File: src/rtl/sonar_sample_sequencer_pkg.sv
// Shared definitions for the sonar sample sequencer: default sample geometry,
// sequencer state encoding and the bit layout of the classification result.
package sonar_sample_sequencer_pkg;

    localparam int N_FEAT_DEF = 60;
    localparam int FEAT_W_DEF = 16;

    typedef enum logic [1:0] {
        ST_LOAD   = 2'd0,
        ST_WAIT   = 2'd1,
        ST_RESULT = 2'd2
    } seq_state_e;

    // res_class = {indikator_2, indikator_1}
    localparam int RES_IND1_BIT = 0;
    localparam int RES_IND2_BIT = 1;

endpackage

File: src/rtl/sonar_sample_sequencer_packer.sv
// Feature packer: tracks the feature index of the sample being loaded and
// writes each accepted beat into its slot of the packed uzorak vector.
// Feature k occupies uzorak[k*FEAT_W +: FEAT_W].
module sonar_feature_packer #(
    parameter int N_FEAT = 60,
    parameter int FEAT_W = 16
) (
    input  logic                     clk,
    input  logic                     rst_n,
    input  logic                     beat_i,
    input  logic [FEAT_W-1:0]        data_i,
    input  logic                     last_i,
    output logic [N_FEAT*FEAT_W-1:0] uzorak_o,
    output logic                     early_last_o,
    output logic                     sample_done_o
);

    localparam int IDX_W = $clog2(N_FEAT);

    logic [IDX_W-1:0]        idx_q, idx_d;
    logic [N_FEAT*FEAT_W-1:0] uzorak_q, uzorak_d;
    logic                    at_end;

    assign at_end        = (idx_q == IDX_W'(N_FEAT - 1));
    // An early feat_last drops the sample; the final slot completes it
    // whether or not feat_last came with it.
    assign early_last_o  = beat_i && last_i && !at_end;
    assign sample_done_o = beat_i && at_end;
    assign uzorak_o      = uzorak_q;

    // Index advance and slot write for each accepted beat
    always_comb begin
        idx_d    = idx_q;
        uzorak_d = uzorak_q;
        if (beat_i) begin
            if (at_end) begin
                uzorak_d[int'(idx_q)*FEAT_W +: FEAT_W] = data_i;
                idx_d = '0;
            end else if (last_i) begin
                idx_d = '0;
            end else begin
                uzorak_d[int'(idx_q)*FEAT_W +: FEAT_W] = data_i;
                idx_d = idx_q + IDX_W'(1);
            end
        end
    end

    // Index and sample storage registers
    always_ff @(posedge clk or negedge rst_n) begin
        if (!rst_n) begin
            idx_q    <= '0;
            uzorak_q <= '0;
        end else begin
            idx_q    <= idx_d;
            uzorak_q <= uzorak_d;
        end
    end

endmodule

File: src/rtl/sonar_sample_sequencer.sv
// Sonar sample sequencer: loads 60 features into the classifier input vector,
// freezes it while the core settles, then offers the captured indikator pair
// as one result.
// Handshakes: a transfer happens on a rising clk edge where valid && ready are
// both 1; valid, once raised, holds with its payload stable until that edge.
module sonar_sample_sequencer
    import sonar_sample_sequencer_pkg::*;
#(
    parameter int N_FEAT      = N_FEAT_DEF,
    parameter int FEAT_W      = FEAT_W_DEF,
    parameter int NET_LATENCY = 4,
    parameter int CNT_W       = 16
) (
    input  logic                     clk,
    input  logic                     rst_n,
    input  logic                     feat_valid,
    input  logic [FEAT_W-1:0]        feat_data,
    input  logic                     feat_last,
    output logic                     feat_ready,
    output logic [N_FEAT*FEAT_W-1:0] uzorak,
    input  logic                     indikator_1,
    input  logic                     indikator_2,
    output logic                     res_valid,
    input  logic                     res_ready,
    output logic [1:0]               res_class,
    output logic                     res_err,
    output logic                     err_pulse,
    output logic [CNT_W-1:0]         res_count,
    output logic [1:0]               dbg_state
);

    seq_state_e       state_q, state_d;
    logic [3:0]       wait_q, wait_d;
    logic             missing_q, missing_d;
    logic             feat_ready_q, feat_ready_d;
    logic             res_valid_q, res_valid_d;
    logic [1:0]       res_class_q, res_class_d;
    logic             res_err_q, res_err_d;
    logic             err_pulse_q, err_pulse_d;
    logic [CNT_W-1:0] res_count_q, res_count_d;

    logic beat;
    logic early_last;
    logic sample_done;

    // feat_ready_q is only 1 in LOAD, so this is the accept condition
    assign beat = feat_valid && feat_ready_q;

    sonar_feature_packer #(
        .N_FEAT (N_FEAT),
        .FEAT_W (FEAT_W)
    ) u_packer (
        .clk           (clk),
        .rst_n         (rst_n),
        .beat_i        (beat),
        .data_i        (feat_data),
        .last_i        (feat_last),
        .uzorak_o      (uzorak),
        .early_last_o  (early_last),
        .sample_done_o (sample_done)
    );

    // State register
    always_ff @(posedge clk or negedge rst_n) begin
        if (!rst_n) state_q <= ST_LOAD;
        else        state_q <= state_d;
    end

    // Next-state: the wait counter runs NET_LATENCY down to 0, giving the core
    // NET_LATENCY+1 cycles between the final write and the indikator sample
    always_comb begin
        state_d = state_q;
        unique case (state_q)
            ST_LOAD:   if (sample_done)   state_d = ST_WAIT;
            ST_WAIT:   if (wait_q == '0)  state_d = ST_RESULT;
            ST_RESULT: if (res_ready)     state_d = ST_LOAD;
            default:                      state_d = ST_LOAD;
        endcase
    end

    // Output and datapath next values; ready/valid are registered from state_d
    always_comb begin
        wait_d      = wait_q;
        missing_d   = missing_q;
        res_class_d = res_class_q;
        res_err_d   = res_err_q;
        res_count_d = res_count_q;
        err_pulse_d = early_last;
        if (state_q == ST_LOAD && sample_done) begin
            wait_d    = 4'(NET_LATENCY);
            missing_d = !feat_last;
        end
        if (state_q == ST_WAIT) begin
            if (wait_q != '0) begin
                wait_d = wait_q - 4'd1;
            end else begin
                res_class_d[RES_IND1_BIT] = indikator_1;
                res_class_d[RES_IND2_BIT] = indikator_2;
                res_err_d                 = missing_q;
            end
        end
        if (state_q == ST_RESULT && res_ready) begin
            res_count_d = res_count_q + CNT_W'(1);
        end
        feat_ready_d = (state_d == ST_LOAD);
        res_valid_d  = (state_d == ST_RESULT);
    end

    // Registered outputs, wait counter and missing-last flag
    always_ff @(posedge clk or negedge rst_n) begin
        if (!rst_n) begin
            wait_q       <= '0;
            missing_q    <= 1'b0;
            feat_ready_q <= 1'b1;
            res_valid_q  <= 1'b0;
            res_class_q  <= '0;
            res_err_q    <= 1'b0;
            err_pulse_q  <= 1'b0;
            res_count_q  <= '0;
        end else begin
            wait_q       <= wait_d;
            missing_q    <= missing_d;
            feat_ready_q <= feat_ready_d;
            res_valid_q  <= res_valid_d;
            res_class_q  <= res_class_d;
            res_err_q    <= res_err_d;
            err_pulse_q  <= err_pulse_d;
            res_count_q  <= res_count_d;
        end
    end

    assign feat_ready = feat_ready_q;
    assign res_valid  = res_valid_q;
    assign res_class  = res_class_q;
    assign res_err    = res_err_q;
    assign err_pulse  = err_pulse_q;
    assign res_count  = res_count_q;
    assign dbg_state  = state_q;

endmodule

File: config.mk
export PLATFORM = sky130hd
export DESIGN_NAME = sonar_sample_sequencer
export DESIGN_NICKNAME = d
export VERILOG_FILES = /design/src/rtl/sonar_sample_sequencer_pkg.sv /design/src/rtl/sonar_sample_sequencer_packer.sv /design/src/rtl/sonar_sample_sequencer.sv
export SDC_FILE = /design/constraint.sdc
export NUM_CORES = 2
export LEC_CHECK = 0
export CAP_MARGIN = 20
export CORE_AREA = 2 2 388 390
export DETAILED_ROUTE_END_ITERATION = 10
export DIE_AREA = 0 0 390 392
export PLACE_DENSITY_LB_ADDON = 0.3
export SYNTH_ARGS = -nofsm -noshare
export SYNTH_HDL_FRONTEND = slang
export SYNTH_SLANG_ARGS = --single-unit
File: constraint.sdc
create_clock -name clk -period 3.6 [get_ports clk]
set_input_delay 0.72 -clock clk [delete_from_list [all_inputs] [get_ports clk]]
set_output_delay 0.72 -clock clk [all_outputs]
set_load 0.02 [all_outputs]
# [Yosys cells after proc, flatten, opt, wreduce, memory -nomap -nowiden]
# Index checks and enable logic that the tools add are counted.
[totals] out_inout_bits=984 wordCells=49 ff_bits=995
[classes] addsub=4 eq_ne=5 mux=12 reduce_logical=14 n_shift=2 bitwise=1
[ops] cell="2-to-1 mux 960 bit" n=2
[ops] cell="bitwise mux 960 bit" n=1
[ops] cell="variable shift 16 x 33 -> 960 bit (first input constant)" n=1
[ops] cell="indexed part select 16 x 33 -> 960 bit" n=1
[ops] cell="negator 10 -> 33 bit" n=1
[ops] cell="adder 16 x 1 -> 16 bit (second input constant)" n=1
[ops] cell="2-to-1 mux 4 bit" n=3
[ops] cell="2-to-1 mux 6 bit" n=2
[ops] cell="adder 6 x 1 -> 6 bit (second input constant)" n=1
[ops] cell="== test 6 bit (second input constant)" n=1
[ops] cell="logical AND 1 bit" n=6
[ops] cell="2-to-1 mux 2 bit" n=3
[ops] cell="one-hot mux 2 bit (3 select lines)" n=1
[ops] cell="== test 2 bit (second input constant)" n=2
[ops] cell="zero test 2 bit" n=2
[ops] cell="zero test 4 bit" n=1
[ops] cell="AND reduction 2 bit" n=2
[ops] cell="nonzero test 4 bit" n=1
[ops] cell="subtractor 4 x 1 -> 4 bit (second input constant)" n=1
[ops] cell="== test 2 x 1 -> 1 bit (second input constant)" n=1
[ops] cell="zero test 1 bit" n=2
[ops] cell="!= test 2 x 1 -> 1 bit (second input constant)" n=1
[ops] cell="inverter 1 bit" n=1

# [Logic depth before layout (Yosys ltp)]
[depth] ltp_word=6 depth_mapped=13 ltp_nobuf=8

# [By module]
# From an unflattened synthesis, not the netlist that was laid out.
[unflattened] hier_cells=2755 area_unflattened_um2=39848.2
[modules_own_cells] mod="sonar_feature_packer" cells_per_inst=2648 n_inst=1 area_per_inst_um2=38575.7
[modules_own_cells] mod="sonar_sample_sequencer" cells_per_inst=107 n_inst=1 area_per_inst_um2=1272.5

# [Least setup slack after synthesis]
# OpenSTA, ideal clock, no wires.
[synth_timing] path_kind="reg2reg" startpoint="register u_packer.idx_q[1]" endpoint="register u_packer.uzorak_q[598] (netlist: u_packer.uzorak_o[598])" required_time_ps=3475 t_arrival_ps=3442 n_path_buf=4 path_slack_ps=33 synth_period_minus_slack_ps=3567 stages_incl_launch_ff=13 setup_ps=125 path_cell_list="dfrtp_1 buf_2 or3_1 buf_4 nor3_1 ha_1 clkbuf_1 and3b_1 o21ai_4 nor3_1 nand3_1 buf_2 mux2_2"
[synth_between] elab_chain_cells=5
[synth_rtl] element="start, declared" line="sonar_sample_sequencer_packer.sv:20" text="logic [IDX_W-1:0] idx_q, idx_d;"
[synth_rtl] element="start signal, assigned" line="sonar_sample_sequencer_packer.sv:54" text="idx_q <= idx_d;"
[synth_rtl] element="negator 10 -> 33 bit" line="sonar_sample_sequencer_packer.sv:37, sonar_sample_sequencer_packer.sv:42"
[synth_rtl] element="indexed part select 16 x 33 -> 960 bit / variable shift 16 x 33 -> 960 bit (equally long branches)" line="sonar_sample_sequencer_packer.sv:37, sonar_sample_sequencer_packer.sv:42"
[synth_rtl] element="bitwise mux 960 bit" line="sonar_sample_sequencer_packer.sv:37, sonar_sample_sequencer_packer.sv:42"
[synth_rtl] element="2-to-1 mux 960 bit" line="sonar_sample_sequencer_packer.sv:39" text="end else if (last_i) begin"
[synth_rtl] element="2-to-1 mux 960 bit" line="sonar_sample_sequencer_packer.sv:36" text="if (at_end) begin"
[synth_rtl] element="end signal, assigned" line="sonar_sample_sequencer_packer.sv:55" text="uzorak_q <= uzorak_d;"
[synth_rtl] element="end, declared" line="sonar_sample_sequencer_packer.sv:21" text="logic [N_FEAT*FEAT_W-1:0] uzorak_q, uzorak_d;"
# Parallel ways exist; a longest one is shown, timed or not. The select of a mux whose other input is x is not followed.
# A chain may end at the register's enable or synchronous reset.

# [Worst setup path in the final report]
[layout_timing] startpoint="register u_packer.idx_q[0]" endpoint="register u_packer.uzorak_q[678] (netlist: u_packer.uzorak_o[678])"
# The elaborated chain is that of the path after synthesis.

==> flow_metrics.tcl <==
set metrics [dict create \
    place_congestion 0.8256 \
    synthesis.area_mm2 0.03947 \
    ios 1007 \
    initial_core_util_pct 26.51 \
    finalSetupViolations 0 \
    grt_pass1_wl_mm 239.2 \
    synth_edf_count 0 \
    busiest_layer "met2" \
    cp-start-kind "register" \
    cts.sinks 995 \
    die_w_um 390 \
    crit_cells 11 \
    dp_hpwl_mm 124.4 \
    setup_tns_ns 0 \
    grt_pass1_vias 30290 \
    seq_area_frac_synth_pct 63.08 \
    worst_path_largest_cell_delay_ns 0.76 \
    vdd_drop_max_mv 0.4160 \
    final-hold-violation-count 0 \
    fmax_ghz 0.2943 \
    via_per_inst 4.785 \
    met1_usage_pct 27.10 \
    met3_usage_pct 5.728 \
    grt.overflow.total 0 \
    synth_cells 3042 \
    async_flop_share_pct 100.0 \
    fin_util_pct 37.97 \
    clk_pin_slew_ns 0.06 \
    clockBufferDepth 3 \
    end_kind "register" \
    worst_path_most_repeated_cell "buf_4" \
    num_vias 29590 \
    synth-main-ff-cell "dfrtp_1" \
    cts_made_buffers 111 \
    insertion_delay_ns 0.74 \
    syn_nets 3070 \
    slowest_stage "nor2_2" \
    critPathRequiredTime_ns 4.21 \
    wl_mm 171.5 \
    crit_chain "inv_1 -> ha_1 -> buf_4 -> o21bai_1 -> a31oi_1 -> buf_4 -> nor2_2 -> buf_4 -> nor4_4 -> buf_4 -> mux2_2" \
    dieArea_mm2 0.1529 \
    rsz0062_at_grt "no" \
    r2r_cells 11 \
    fin_nets 4169 \
    grt_util_met2_pct 36.85 \
    ant_nets 0 \
    dp_slack_ns 0.1668 \
    timing.critical_path.max_delay_family "buffers and inverters" \
    layout-drive-gt1-share_pct 24.48 \
    antenna_found_initial 22 \
    cts_max_level 3 \
    ys_types 67 \
    holdPathStages 3 \
    dpl_cell_area_mm2 0.05272 \
    run_status "finished clean" \
    cp_max_fo 16 \
    worstPathArrival_ns 4.01 \
    die_h_um 392 \
    remaining_drc_errors 0 \
    period_share_pct 94.38 \
    p_leak_nw 26.02 \
    first_pass_iters 5 \
    powerDensity_mw_per_mm2 472.0 \
    min_period_ns 3.398 \
    slew_viol_final 0 \
    p_total_w 0.02668 \
    drt-initial-drc-count 1497 \
    cts_tree "built" \
    fin_area_mm2 0.05654 \
    ys_ff_latch 995 \
    syn_area_per_cell_um2 12.98 \
    slew-limit-headroom_pct 32.22 \
    wl_per_cell_um 27.74 \
    tightest_slew_ns 1.016 \
    crit_buf_inv 5 \
    portBuffers 1006 \
    crit_type "register to register" \
    hold_path_class "input port to register" \
    syn_to_final_growth_pct 43.23 \
    setup_ws_ns 0.2023 \
    core_mm2 0.1489 \
    maxCapViolCount 0 \
    cts-root-buf "clkbuf_16" \
    grt_usage_pct 21.89 \
    yosysWarnings 0 \
    rows 142 \
    grt_max_degree 78 \
    fin_skew_ns 0.03683 \
]
[cells in the final DEF, fill, tap and decap left out, types with 54 or more instances in the layout]
cell type,count
mux2i_1,55
mux2_2,588
nor2_1,59
o21ai_0,511
clkdlybuf4s50_1,989
nand2_1,230
nand3_1,54
buf_4,166
clkbuf_16,112
dfrtp_1,994
inv_1,63
[Yosys cell counts (18+ instances only)]
cell	number	area share [%]
nor2_1	64	0.61
and3_1	36	0.57
buf_2	32	0.41
o21ai_0	513	6.5
inv_1	63	0.60
nand2_1	230	2.2
mux2i_1	55	1.4
dfrtp_1	994	63
nand2b_1	18	0.29
clkbuf_1	149	1.4
and2_1	27	0.43
mux2_2	588	17
o31ai_1	22	0.42
nand3_1	55	0.70
[power breakdown]
group          internal (W)  switching [W]  leakage, nW  total, W
Combinational       0.00107        0.00233         10.6   0.00340
Sequential           0.0115       0.000175         13.6    0.0116
Clock               0.00674        0.00489         1.85    0.0116
Total                0.0193        0.00740         26.0    0.0267
[worst reg2reg max path: cells and delay by family, from the launching register on]
kind            cells  cell delay [ns]
mux                 1             0.31
compound gates      2             0.22
flops               1             0.40
simple gates        2             0.80
fa+ha+maj           1             0.43
buf+inv             5             1.12
[logic make-up after synthesis]
kind of cell	after synthesis	share of synthesized area [%]
AND/OR/NAND/NOR	527	7.110
AO/OA/AOI/OAI	571	7.747
multiplexers	649	18.34
flip-flops	995	63.08
adder cells (fa/ha/maj)	5	0.1585
XOR/XNOR	23	0.5769
buffers and inverters	272	2.983
[worst paths after layout]
| path | from | end | slack [ns] |
|---|---|---|---|
| worst max-delay path | u_packer.idx_q[0] | u_packer.uzorak_o[678] | 0.20 |
| worst min-delay path | feat_data[9] | u_packer.uzorak_o[505] | 0.44 |
| worst max register to register | u_packer.idx_q[0] | u_packer.uzorak_o[678] | 0.20 |
| worst min register to register | u_packer.uzorak_o[400] | u_packer.uzorak_o[400] | 0.48 |
| max in group asynchronous | rst_n | u_packer.uzorak_o[410] | 1.80 |
| min in group asynchronous | rst_n | u_packer.uzorak_o[420] | 0.55 |
[flip-flops by register name, summed over array words and instances, names as in the netlist]
| register | count |
|---|---|
| feat_ready | 1 |
| dbg_state | 2 |
| err_pulse | 1 |
| u_packer.uzorak_o | 960 |
| res_count | 16 |
| u_packer.idx_q | 6 |
| res_valid | 1 |
| wait_q | 4 |
| res_err | 1 |
| missing_q | 1 |
| res_class | 2 |
[final cells by class]
type                            count  area (µm²)
Fill cell                       14580       92350
Clock buffer                      170        3321
Clock inverter                     38       439.2
Multi-Input combinational cell   1775       13510
Tap cell                         1944        2432
Inverter                           63       236.5
Antenna cell                        4       10.01
Timing Repair Buffer             1195       11680
Sequential cell                   995       24900
[stage by stage]
step	hold slack (ns)	instances
global placement	0.4621	5969
floorplan	0.4244	3042
detailed placement	0.4684	5969
finish	0.4423	6184
global route	0.4096	6181
CTS	0.3493	6178
[layer usage]
layer	part of all wire, %	wire length [µm]
met4	3.4	5754
met3	7.2	12410
met2	49	83890
met1	40	69460
met5	0.020	34
[timing repair]
item / 4_1_cts / 5_1_grt
hold endpoints to repair: 12 / 0
hold buffers: 1 / 0
setup endpoints to repair: 0 / 31
resized for setup: 0 / 2
buffers inserted: 0 / 2
No activity file was read; power rests on OpenSTA's default activity.
